### src/rtl/qtr_pkg.sv
// Shared definitions for the QTR reflectance-sensor decay-time measurement block.
package qtr_pkg;

  typedef enum logic [1:0] {
    ST_IDLE      = 2'd0,
    ST_CHARGE    = 2'd1,
    ST_DISCHARGE = 2'd2,
    ST_DONE      = 2'd3
  } qtr_state_e;

  localparam logic [7:0] COUNT_MAX = 8'd255;

  // Clock cycles per 10 us measurement tick.
  function automatic int unsigned tick_10us_div(input int unsigned clk_freq);
    return clk_freq / 100_000;
  endfunction

  function automatic int unsigned charge_cycles(input int unsigned clk_freq,
                                                input int unsigned charge_us);
    return (clk_freq / 1_000_000) * charge_us;
  endfunction

  // Rounded mean of two counts, carried in 9 bits so the sum cannot overflow.
  function automatic logic [7:0] avg_round(input logic [7:0] prev, input logic [7:0] cur);
    logic [8:0] sum;
    sum = {1'b0, prev} + {1'b0, cur} + 9'd1;
    return sum[8:1];
  endfunction

endpackage

### src/rtl/qtr_measure_tick_gen.sv
// Restartable strobe generator: one-cycle tick every DIV cycles while run is high.
module qtr_tick_gen #(
  parameter int unsigned DIV = 600
) (
  input  logic clk,
  input  logic rst_n,
  input  logic restart,
  input  logic run,
  output logic tick
);

  localparam int unsigned    CW   = (DIV > 1) ? $clog2(DIV) : 1;
  localparam logic [CW-1:0]  LAST = CW'(DIV - 1);

  logic [CW-1:0] cnt_r;

  // Phase counter; restart pins the first tick to DIV cycles after it.
  always_ff @(posedge clk or negedge rst_n) begin
    if (!rst_n) begin
      cnt_r <= '0;
    end else if (restart) begin
      cnt_r <= '0;
    end else if (run) begin
      if (cnt_r == LAST) begin
        cnt_r <= '0;
      end else begin
        cnt_r <= cnt_r + CW'(1);
      end
    end else begin
      cnt_r <= cnt_r;
    end
  end

  assign tick = run && (cnt_r == LAST);

endmodule

### src/rtl/qtr_measure.sv
// QTR sensor decay-time measurement: charge, then count 10 us ticks until each pin reads low.
// Optional build macro QTR_AVG_EN: report the rounded mean of the previous and new result.
module qtr_measure
  import qtr_pkg::*;
#(
  parameter int unsigned CLK_FREQUENCY = 60_000_000,
  parameter int unsigned NUM_CH        = 2,
  parameter int unsigned CHARGE_US     = 10
) (
  input  logic                  hba_clk,
  input  logic                  hba_reset_n,
  input  logic                  en,
  output logic                  busy,
  output logic [NUM_CH*8-1:0]   value,
  output logic                  valid,
  output logic [NUM_CH-1:0]     qtr_out_en,
  output logic [NUM_CH-1:0]     qtr_out_sig,
  input  logic [NUM_CH-1:0]     qtr_in_sig,
  output logic [NUM_CH-1:0]     qtr_ctrl
);

  localparam int unsigned TICK_10US_DIV = tick_10us_div(CLK_FREQUENCY);
  localparam int unsigned CHARGE_CYC    = charge_cycles(CLK_FREQUENCY, CHARGE_US);
  localparam int unsigned CCW           = $clog2(CHARGE_CYC + 1);
  localparam logic [CCW-1:0] CHARGE_LAST = CCW'(CHARGE_CYC - 1);

  qtr_state_e                 state_r, state_next;
  logic [CCW-1:0]             charge_cnt_r;
  logic [NUM_CH-1:0]          sync1_r, sync_r, done_r, done_s;
  logic [NUM_CH-1:0][7:0]     count_r, value_r;
  logic                       charge_last_s, dis_entry_s, load_s, all_done_s, tick_s;
  logic                       busy_s, valid_s, drive_s, ctrl_s;
  logic                       busy_r, valid_r, drive_r, ctrl_r;

  assign charge_last_s = (charge_cnt_r == CHARGE_LAST);
  assign dis_entry_s   = (state_r == ST_CHARGE) && (state_next == ST_DISCHARGE);
  assign load_s        = (state_next == ST_DONE);
  assign all_done_s    = &done_s;

  // Two-flop synchronizer on the asynchronous pin readback.
  always_ff @(posedge hba_clk or negedge hba_reset_n) begin
    if (!hba_reset_n) begin
      sync1_r <= '0;
      sync_r  <= '0;
    end else begin
      sync1_r <= qtr_in_sig;
      sync_r  <= sync1_r;
    end
  end

  // State register.
  always_ff @(posedge hba_clk or negedge hba_reset_n) begin
    if (!hba_reset_n) begin
      state_r <= ST_IDLE;
    end else begin
      state_r <= state_next;
    end
  end

  // Next-state logic; en only matters in IDLE.
  always_comb begin
    state_next = state_r;
    case (state_r)
      ST_IDLE:      if (en) state_next = ST_CHARGE; else state_next = ST_IDLE;
      ST_CHARGE:    if (charge_last_s) state_next = ST_DISCHARGE; else state_next = ST_CHARGE;
      ST_DISCHARGE: if (all_done_s) state_next = ST_DONE; else state_next = ST_DISCHARGE;
      ST_DONE:      state_next = ST_IDLE;
      default:      state_next = ST_IDLE;
    endcase
  end

  // Output decode from the next state so the registered pins track state_r exactly.
  always_comb begin
    busy_s  = 1'b0;
    valid_s = 1'b0;
    drive_s = 1'b0;
    ctrl_s  = 1'b0;
    case (state_next)
      ST_IDLE:      begin busy_s = 1'b0; ctrl_s = 1'b0; end
      ST_CHARGE:    begin busy_s = 1'b1; drive_s = 1'b1; ctrl_s = 1'b1; end
      ST_DISCHARGE: begin busy_s = 1'b1; ctrl_s = 1'b1; end
      ST_DONE:      begin busy_s = 1'b1; valid_s = 1'b1; end
      default:      begin busy_s = 1'b0; ctrl_s = 1'b0; end
    endcase
  end

  // Output registers.
  always_ff @(posedge hba_clk or negedge hba_reset_n) begin
    if (!hba_reset_n) begin
      busy_r  <= 1'b0;
      valid_r <= 1'b0;
      drive_r <= 1'b0;
      ctrl_r  <= 1'b0;
    end else begin
      busy_r  <= busy_s;
      valid_r <= valid_s;
      drive_r <= drive_s;
      ctrl_r  <= ctrl_s;
    end
  end

  // Charge-phase duration counter, idle at zero outside CHARGE.
  always_ff @(posedge hba_clk or negedge hba_reset_n) begin
    if (!hba_reset_n) begin
      charge_cnt_r <= '0;
    end else if ((state_r == ST_CHARGE) && !charge_last_s) begin
      charge_cnt_r <= charge_cnt_r + CCW'(1);
    end else begin
      charge_cnt_r <= '0;
    end
  end

  qtr_tick_gen #(.DIV(TICK_10US_DIV)) u_tick (
    .clk     (hba_clk),
    .rst_n   (hba_reset_n),
    .restart (dis_entry_s),
    .run     (state_r == ST_DISCHARGE),
    .tick    (tick_s)
  );

  // A channel is finished once its pin reads low or its count saturates.
  always_comb begin
    done_s = '0;
    for (int k = 0; k < NUM_CH; k++) begin
      done_s[k] = done_r[k] | ~sync_r[k] | (count_r[k] == COUNT_MAX);
    end
  end

  // Per-channel decay counters; a finished channel stays frozen.
  always_ff @(posedge hba_clk or negedge hba_reset_n) begin
    if (!hba_reset_n) begin
      count_r <= '0;
      done_r  <= '0;
    end else if (dis_entry_s) begin
      count_r <= '0;
      done_r  <= '0;
    end else if (state_r == ST_DISCHARGE) begin
      for (int k = 0; k < NUM_CH; k++) begin
        if (done_s[k]) begin
          done_r[k] <= 1'b1;
        end else if (tick_s) begin
          count_r[k] <= count_r[k] + 8'd1;
        end else begin
          count_r[k] <= count_r[k];
        end
      end
    end else begin
      count_r <= count_r;
      done_r  <= done_r;
    end
  end

`ifdef QTR_AVG_EN
  logic have_r;

  // Marks that value holds a real result, so the first one is loaded raw.
  always_ff @(posedge hba_clk or negedge hba_reset_n) begin
    if (!hba_reset_n) begin
      have_r <= 1'b0;
    end else if (load_s) begin
      have_r <= 1'b1;
    end else begin
      have_r <= have_r;
    end
  end
`endif

  // Result register, updated on the edge that enters DONE.
  always_ff @(posedge hba_clk or negedge hba_reset_n) begin
    if (!hba_reset_n) begin
      value_r <= '0;
    end else if (load_s) begin
      for (int k = 0; k < NUM_CH; k++) begin
`ifdef QTR_AVG_EN
        value_r[k] <= have_r ? avg_round(value_r[k], count_r[k]) : count_r[k];
`else
        value_r[k] <= count_r[k];
`endif
      end
    end else begin
      value_r <= value_r;
    end
  end

  assign busy        = busy_r;
  assign valid       = valid_r;
  assign value       = value_r;
  assign qtr_out_en  = {NUM_CH{drive_r}};
  assign qtr_out_sig = {NUM_CH{drive_r}};
  assign qtr_ctrl    = {NUM_CH{ctrl_r}};

endmodule

### config.mk
export PLATFORM = sky130hd
export DESIGN_NAME = qtr_measure
export DESIGN_NICKNAME = d
export VERILOG_FILES = /design/src/rtl/qtr_pkg.sv /design/src/rtl/qtr_measure_tick_gen.sv /design/src/rtl/qtr_measure.sv
export SDC_FILE = /design/constraint.sdc
export NUM_CORES = 1
export LEC_CHECK = 0
export ABC_AREA = 1
export CAP_MARGIN = 10
export CORE_ASPECT_RATIO = 0.8
export CORE_MARGIN = 4
export CORE_UTILIZATION = 60
export DETAILED_ROUTE_END_ITERATION = 10
export PLACE_DENSITY_LB_ADDON = 0.3
export SLEW_MARGIN = 20
export SYNTH_ARGS = -nofsm -noshare
export SYNTH_HDL_FRONTEND = slang
export SYNTH_HIERARCHICAL = 1
export SYNTH_SLANG_ARGS = --single-unit
### constraint.sdc
create_clock -name hba_clk -period 4.5 [get_ports hba_clk]
set_input_delay 0.675 -clock hba_clk [delete_from_list [all_inputs] [get_ports hba_clk]]
set_output_delay 0.675 -clock hba_clk [all_outputs]
set_load 0.03 [all_outputs]
# Word level (Yosys, flattened, before mapping)
# Cells that the tools add are included.
[classes] addsub=4 n_reduce_logical=17 mux=22 bitwise_logic=6 n_eq_ne=12
[ops] op="10-bit two-way mux" n=4
[ops] op="16-bit two-way mux" n=2
[ops] op="8-bit two-way mux" n=4
[ops] op="10-bit by 1-bit adder with 10-bit output (second input constant)" n=2
[ops] op="10-bit equality test (second input constant)" n=2
[ops] op="8-bit by 1-bit adder with 8-bit output (second input constant)" n=2
[ops] op="8-bit equality test (second input constant)" n=2
[ops] op="2-bit equality test (second input constant)" n=4
[ops] op="2-bit case mux with 4 select lines" n=1
[ops] op="2-bit nonzero test" n=4
[ops] op="1-bit two-way mux" n=7
[ops] op="2-bit two-way mux" n=3
[ops] op="2-bit AND reduction" n=3
[ops] op="3-bit AND reduction" n=2
[ops] op="2-bit by 1-bit equality test with 1-bit output (second input constant)" n=2
[ops] op="2-bit zero test" n=2
[ops] op="2-bit by 1-bit != test with 1-bit output (second input constant)" n=2
[ops] op="1-bit bitwise OR" n=4
[ops] op="1-bit logical AND" n=3
[ops] op="3-bit OR reduction" n=1
[ops] op="1-bit NOT" n=2
[ops] op="1-bit case mux with 2 select lines" n=1
[ops] op="2-bit OR reduction" n=1
[ops] op="1-bit zero test" n=1
[totals] output_inout_bits=24 word_cells=76 input_bits=5 regBits=64

# Longest topological paths before layout
[depth] ltp_word=10 mapped_depth=17 mapped_depth_nobuf=17

# Modules after synthesis
# The synthesis kept the hierarchy.
[modules_own_cells] mod="qtr_measure" seq_area_each_um2=1351.3 instances=1 cells_per_inst=288 area_each_um2=2583.7
[modules_own_cells] mod="qtr_tick_gen" seq_area_each_um2=250.2 instances=1 cells_per_inst=97 area_each_um2=660.6

# Worst setup path after synthesis
# OpenSTA, ideal clock, no wires.
[synth_timing] path_kind="register to register" start="register charge_cnt_r[0]" end="register u_tick.cnt_r[2]" period_less_slack_ns=2.178 setup_slack_ns=2.322 n_path_buf=0 arrival_time_ns=2.053 stages_incl_launch_ff=16 required_ns=4.376 setup_ns=0.124 path_cell_list="dfrtp_1 > ha_1 > nand2_1 > nor3_2 > nand3_1 > nand2_4 > nand3_2 > inv_2 > ha_1 > inv_1 > nor2_8 > nor2_4 > inv_8 > nand2_2 > xor2_1 > a21oi_1"
[synth_via] elab_chain_cells=6 word_cells_on_any_way=7 cone_classes="2 x eq/ne; 3 x mux; 2 x reduce/logical"
[synth_lines] element="from (decl)" line="qtr_measure.sv:28" source="logic [CCW-1:0] charge_cnt_r;"
[synth_lines] element="from (signal assigned)" line="qtr_measure.sv:107" source="charge_cnt_r <= charge_cnt_r + CCW'(1);"
[synth_lines] element="10-bit equality test *" line="qtr_measure.sv:35" source="assign charge_last_s = (charge_cnt_r == CHARGE_LAST);"
[synth_lines] element="2-bit two-way mux *" line="qtr_measure.sv:65" source="ST_CHARGE: if (charge_last_s) state_next = ST_DISCHARGE; else state_next = ST_CHARGE;"
[synth_lines] element="2-bit case mux with 4 select lines *" line="qtr_measure.sv:63" source="case (state_r)"
[synth_lines] element="via state_next[0]" line="qtr_measure.sv:27" source="qtr_state_e state_r, state_next;"
[synth_lines] element="2-bit equality test *" line="qtr_measure.sv:36" source="assign dis_entry_s = (state_r == ST_CHARGE) && (state_next == ST_DISCHARGE);"
[synth_lines] element="1-bit logical AND *" line="qtr_measure.sv:36"
[synth_lines] element="via dis_entry_s" line="qtr_measure.sv:31" source="logic charge_last_s, dis_entry_s, load_s, all_done_s, tick_s;"
[synth_lines] element="10-bit two-way mux / 2-bit nonzero test (equally long branches)"
[synth_lines] element="to (signal assigned)" line="qtr_measure_tick_gen.sv:27" source="cnt_r <= cnt_r + CW'(1);"
[synth_lines] element="to (signal assigned)" line="qtr_measure_tick_gen.sv:30" source="cnt_r <= cnt_r;"
[synth_lines] element="to (decl)" line="qtr_measure_tick_gen.sv:15" source="logic [CW-1:0] cnt_r;"
# The timed path passes the listed nets; every way through them passes the cells marked *.
# A chain may end at the register's enable or synchronous reset.

# Worst setup path in the final report
[layout_timing] start="register charge_cnt_r[0]" end="register value_r, in the netlist value[5]"
[layout_via] elab_chain_cells=4
[layout_lines] element="10-bit equality test" line="qtr_measure.sv:35"
[layout_lines] element="2-bit two-way mux" line="qtr_measure.sv:65"
[layout_lines] element="2-bit case mux with 4 select lines" line="qtr_measure.sv:63"
[layout_lines] element="via state_next[1]" line="qtr_measure.sv:27"
[layout_lines] element="2-bit equality test" line="qtr_measure.sv:37" source="assign load_s = (state_next == ST_DONE);"
[layout_lines] element="via load_s" line="qtr_measure.sv:31"
[layout_lines] element="to (signal, indexed assignment)" line="qtr_measure.sv:177" source="value_r[k] <= count_r[k];"
[layout_lines] element="to (signal assigned)" line="qtr_measure.sv:181" source="value_r <= value_r;"
[layout_lines] element="to (decl)" line="qtr_measure.sv:30" source="logic [NUM_CH-1:0][7:0] count_r, value_r;"
# The timed path passes the listed nets, and every way through them passes these cells.

==> summary.txt <==
Die
  – # IOs: 29
  – Chip Width: 90.2 µm
  – Die height: approximately 74 µm
  – Initial Util: 0.633
  – Die area: about 6700 µm²
  – Core ar.: 5120 µm²
  – Row count: 23

Timing
  – Fin Setup TNS: 0 ns
  – Relative slew slack: 0.366
  – Worst setup margin: 1.76 ns
  – Worst-Margin Slew: about 0.95 ns
  – Final setup skew: 0.00631 ns
  – RSZ-0062 raised after global routing: no
  – Final Cycle Share: 0.610
  – Final count of pins violating max slew: 0
  – Final setup violation count: 0
  – Fmax: about 360 MHz
  – Hold Violations, Final: 0
  – Final worst path period need: between 2 and 3 ns

Run status
  – Status: finished clean

Routing
  – Remaining DRCs: 0
  – Via density: 5.36
  – Routed WL: between 6 and 7 mm
  – Wire length per cell: ~14 µm
  – Drt first pass iters: 5
  – Via count of the routed design: between 2,000 and 3,000
  – DRT antenna net count: 0
  – Starting DRC count in detailed routing: 140

Critical path
  – Worst path most repeated cell: ha_1
  – Worst path cell trace: ha_1, nand2_1, nor3_2, nand3_1, o21ai_1, ha_1, mux2_2
  – Setup CP Type: flop to flop
  – Element type at the critical path start: flop
  – Endpoint class of the critical path: flop
  – Critical path's slowest cell: ha_1
  – Worst Path Max Fanout: 27
  – WP data required: ~4.7 ns
  – Crit-path max cell delay: roughly 0.85 ns
  – CP arrival: about 3.0 ns

Global routing
  – Gr ovfl total: 0
  – Total GRT Usage: 0.217
  – First-pass GRT wire length: 11.3 mm
  – Largest net degree at the start of global routing: 34
  – Initial antenna violation count: 0
  – Vias in the first global route: approximately 2,500

Synthesis
  – Warnings, synthesis: 6
  – Mux contribution to synthesized area: 0.0208
  – Post-Syn Area: ~3200 µm²
  – Synth Area in Compound Gates: 0.0521
  – Post-Synth Adder-Cell Area: 0.0309
  – Post-synthesis xor/xnor area fraction: 0.0243
  – Mapped Cells: a little under 400
  – Post-Synthesis Mean Instance Area: 8.43 µm²
  – Register bit total from synthesis: between 60 and 70
  – Main combinational cell family by area after synthesis: simple AND/OR/NAND/NOR gates
  – Synth Area in Simple Gates: 0.300
  – Synthesized Nets: between 300 and 400
  – Yosys cell types: 32
  – Seq/Total Area, Yosys: 0.494

Layout
  – Synth-to-layout area growth: 15.1%
  – Final #Nets: roughly 430
  – Fin area: 3730 µm²
  – Antenna fix cells: 0
  – Fraction of layout cells with a size suffix above 1: 0.122

Clock network
  – Later-pin clock latency in the skew report: between 0.3 and 0.4 ns
  – CTS sink count: between 60 and 70
  – Post-cts resize count: 0
  – H-tree depth: 3
  – Hold_buf cts: 0
  – CTS Buf Count: 9
  – Clock-pin slew on the worst setup and hold paths: about 0.07 ns
  – Root Buffer: clkbuf_8
  – Clk buf depth: 2
  – Post-CTS setup buffer count: 0
  – CTS tree: built

Placement
  – IO Port Bufs: 28
  – Dpl ws: roughly 1.8 ns
  – DP Area: between 3000 and 4000 µm²
  – Estimated wirelength of the detail-placed design: about 4.7 mm
  – GPL Wtd Cong: around 0.8

Hold path
  – Hold Crit Class: flop to flop

Run
  – Max-cap violations: 0

Power
  – VDD IR max: roughly 0.22 mV
  – Pleak: approximately 1.9 nW
  – Power Dens Cells: about 290 nW/µm²
[state kept, by name, summed over array words and instances, names as in the netlist]
register,cells
charge_cnt_r,10
valid,1
count_r,16
busy,1
done_r,2
drive_r,1
state_r,2
sync_r,2
value,16
u_tick/cnt_r,10
ctrl_r,1
sync1_r,2
[metal layers]
layer  global-route usage  vias up  wire (µm)
li1                     -     1272          -
met1                0.279     1219       2950
met2                0.343       72       3100
met3               0.0635       13        362
met4                0.105        0        131
met5                    0        -          0
[power by group]
part / switching (mW) / internal (mW)
sequential: 0.000423 / 0.577
combinational: 0.0123 / 0.00344
clock: 0.223 / 0.284
total: 0.236 / 0.864
[logic make-up after synthesis]
group / after synthesis
AO/OA/AOI/OAI: 33
buffers and inverters: 55
XOR/XNOR: 9
flip-flops: 64
adder cells (fa/ha/maj): 8
multiplexers: 6
AND/OR/NAND/NOR: 210
[cell type report]
cell class	instances	area [µm²]
flip-flops and latches	64	1600
clock inverters	5	55.1
clock buffers	11	151
repair buffers	29	283
fillers	393	1390
multi-input cells	266	1390
inverters	44	175
well taps	62	77.6
[layout by cell type (no fill, tap or decap), types with 4 or more instances in the layout]
cell type / instances
nor2_1: 51
clkbuf_8: 11
o21ai_0: 7
inv_2: 4
o21ai_1: 6
nand2_1: 94
nor2_4: 4
nand4_1: 5
clkdlybuf4s50_1: 27
mux2_2: 6
ha_1: 8
nand2_2: 5
nor3_1: 5
xor2_1: 6
inv_1: 38
nand3_1: 33
dfrtp_1: 64
a21oi_1: 19
[through the flow]
step	utilization	hold WS [ns]	instances	power, mW
4_1_cts	0.729	0.351	481	1.11
3_3_place_gp	0.689	0.334	465	0.604
5_1_grt	0.729	0.357	481	1.13
6_report	0.729	0.349	481	1.10
2_1_floorplan	-	0.331	385	0.589
3_5_place_dp	0.689	0.335	465	0.605
[worst paths after layout]
kind                       slack (ns)                 startpoint  depth (start not counted)                      to
min reg2reg                      0.35       sync1_r[0]$_DFF_PN0_                          0     sync_r[0]$_DFF_PN0_
min                              0.35       sync1_r[0]$_DFF_PN0_                          0     sync_r[0]$_DFF_PN0_
max reg2reg                      1.76  charge_cnt_r[0]$_DFF_PN0_                          7    value[5]$_DFFE_PN0P_
max                              1.76  charge_cnt_r[0]$_DFF_PN0_                          7    value[5]$_DFFE_PN0P_
max in group asynchronous        3.25                hba_reset_n                          2  count_r[1]$_DFFE_PN0P_
min in group asynchronous        0.36                hba_reset_n                          1        ctrl_r$_DFF_PN0_
[cells in the mapped netlist]
library cell	number	share of area
nand2_1	94	0.11
dfrtp_1	64	0.49
nor2_1	51	0.059
inv_1	38	0.044
nand3_1	33	0.051
a21oi_1	19	0.029
ha_1	8	0.031
buf_4	7	0.016
o21ai_0	7	0.011
mux2_2	6	0.021
o21ai_1	6	0.0093
xor2_1	6	0.016
nand2_2	5	0.0096
nand4_1	5	0.0096
nor3_1	5	0.0077
inv_2	4	0.0046
nor2_4	4	0.014
nand3_2	3	0.0093
nor2_2	3	0.0058
xnor2_1	3	0.0081
buf_2	2	0.0031
nand2_4	2	0.0069
buf_1	1	0.0012
buf_6	1	0.0035
inv_4	1	0.0019
inv_8	1	0.0035
nand3_4	1	0.0054
nor2_8	1	0.0062
nor3_2	1	0.0031
nor3b_1	1	0.0023
nor4_1	1	0.0019
o21ai_2	1	0.0027
[worst max-delay path, delay by kind of cell (launching register included)]
kind,cells,cell delay [ns]
adder cells (fa/ha/maj),2,1.03
AND/OR/NAND/NOR,3,0.45
multiplexers,1,0.42
flip-flops,1,0.39
AO/OA/AOI/OAI,1,0.32
Note: power is estimated with default switching activity, not from simulation.
==> patch: new RTL, same flow settings <==
Change the parameter `CLK_FREQUENCY` from 60_000_000 to 240_000_000.
--- a/src/rtl/qtr_measure.sv
+++ b/src/rtl/qtr_measure.sv
@@ -4,5 +4,5 @@
   import qtr_pkg::*;
 #(
-  parameter int unsigned CLK_FREQUENCY = 60_000_000,
+  parameter int unsigned CLK_FREQUENCY = 240_000_000,
   parameter int unsigned NUM_CH        = 2,
   parameter int unsigned CHARGE_US     = 10
Formal check against the unedited RTL: same outputs for any inputs over 10 cycles, from zero or initial values and one cycle with hba_reset_n low; that may be too few to reach the edited logic, so the function may still have changed.
==> patch against the unedited design <==
  * Global-route usage up 0.20 points
  * Sequential cell count up 4
  * Cell area up 7.9%
  * Area after synthesis up 7.0%
  * Core utilization about the same
  * Sequential share of layout area down 0.65 points
  * Wire length up 5.5%
  * Highest routed layer unchanged
  * Largest power group is now clock
  * Worst setup slack worse by 0.41 ns
  * Total power up 15%
  * Via count up 7.4%
  * Clock skew up 0.0025 ns
  * Synthesized cell count up 11%
==> patch: results (changes against the unedited design) <==
| Metric | Value |
|---|---|
| Status | complete, no violations |
| Top post-synthesis cells by area | dfrtp_1 49%, nand2_1 11%, nor2_1 7.5% |
| Sequential share of the synthesized area | 0.490 (-0.00355) |
| Via-per-instance ratio | 5.15 (-3.8%) |
| Internal power | 1.02 mW (+18%) |
| Fin nets | 467 (+9.4%) |
| Placer Congestion | 0.930 (+16%) |
| Postcts setup bufs | 0 (unchanged) |
| Worst skew pair latency | 0.35 ns (about the same) |
| Yosys Warn Count | 6 (unchanged) |
| GRT overflow | 0 (unchanged) |
| Clock Power Share | 0.502 (+0.041) |
| Critical Path AT | 3.39 ns (+0.41 ns) |
| Max Buffers Root-to-Sink | 2 (unchanged) |
| # fillers | 407 (+3.6%) |
| GR Util All Layers | 0.219 (+0.00204) |
| Worst-Margin Slew | 0.772 ns (-0.179 ns) |
| Post-CTS sizing | 0 (unchanged) |
| Switch Pwr | 0.248 mW (+4.9%) |
| Largest net degree at the start of global routing | 36 (+5.9%) |
| # port buffers | 28 (unchanged) |
| Core Util, Final | 0.729 (about the same) |
| HP Class | register to register |
| Worst r2r path cells | 14 (+7) |
| Area after DPL | 3770 um^2 (+6.8%) |
| Final Skew | 0.00885 ns (+0.00254 ns) |
| DPL Wire Length | 4740 um (+0.66%) |
| Synth cell count leaders | 99 x nand2_1, 69 x nor2_1, 68 x dfrtp_1 |
| CTS Buf Count | 9 (unchanged) |
| Clk pin slew, worst setup/hold paths | roughly 0.08 ns |
| Dpl cells | 521 (+12%) |
| Syn Inst Count | 427 (+11%) |
| H-tree levels | 3 (unchanged) |
| Vias in the first global route | 2,807 (+13%) |
| Root buffer cell | clkbuf_8 |
| Post-synth ARST share | 1.00 (unchanged) |
| Peak VDD IR | 0.000193 V (-11%) |
| Layout cells sized above 1 | 0.111 (-0.0106) |
| First-pass GRT wire length | 12,400 um (+9.8%) |
| Syn_nets | 440 (+11%) |
| Final WL | 6900 um (+5.5%) |
| Drt first pass iters | 5 (unchanged) |
| Initial antenna violation count | 0 (unchanged) |
| Post-synth cell types | 32 (unchanged) |
| N_diodes | 0 (unchanged) |
| Crit path max fanout | 16 (-41%) |
| Leak | 2.01 nW (+7.5%) |
| Initial DRC count | 156 (+11%) |
| Ys flop type | dfrtp_1 |
| Seq group | 0.613 mW (+6.2%) |
| Hold Crit Depth | 0 (unchanged) |
| Dpl ws | 1.40 ns (-0.406 ns) |
| Layout Cells excl Fill | 537 (+12%) |
[patch: cell count changes after synthesis, sizes merged, moves of 2 or more]
cell and change:
o21a +2, nor2 +16, dfrtp +4, inv +8, xor2 +2, o21ai +5, a21oi -2, buf +3
nand3 -5, nand2 +8, xnor2 -3
[patch: layout make-up]
type,count,share of cell area
multi-input combinational,293,0.368
timing repair buffer,30,0.0721
clock buffer,11,0.0376
tap,78,0.0242
inverter,52,0.0485
clock inverter,5,0.0267
sequential,68,0.422
[patch: cells by family after synthesis]
kind of cell | synth area share
flip-flops | 0.490
XOR/XNOR | 0.0202
adder cells (fa/ha/maj) | 0.0288
AO/OA/AOI/OAI | 0.0667
multiplexers | 0.0162
buffers and inverters | 0.0825
AND/OR/NAND/NOR | 0.296
[patch: per-layer routing]
metal / up-vias / part of all wire / global-route usage
li1: 1389 / - / -
met1: 1285 / 0.46 / 0.290
met2: 80 / 0.47 / 0.336
met3: 12 / 0.064 / 0.0829
met4: 0 / 0.013 / 0.0659
met5: - / 0 / 0
[patch: path summary, 6_finish.rpt]
kind / to / slack [ns] / startpoint
max: u_tick/cnt_r[5] / 1.34 / charge_cnt_r[0]
min in group asynchronous: value[7] / 0.39 / hba_reset_n
max reg2reg: u_tick/cnt_r[5] / 1.34 / charge_cnt_r[0]
min reg2reg: sync_r[0] / 0.35 / sync1_r[0]
min: sync_r[0] / 0.35 / sync1_r[0]
max in group asynchronous: count_r[6] / 3.19 / hba_reset_n
[patch: worst max-delay path, cell delays in order, from the launching register on]
cell	delay (ns)
dfrtp_1	0.40
ha_1	0.21
nand2_2	0.11
nor2_4	0.15
nand3_2	0.16
nand2_4	0.17
nand3_1	0.16
inv_1	0.12
ha_1	0.15
inv_1	0.04
nor2_2	0.51
nor2_1	0.28
nor3_1	0.29
xor2_1	0.22
nor2_1	0.08
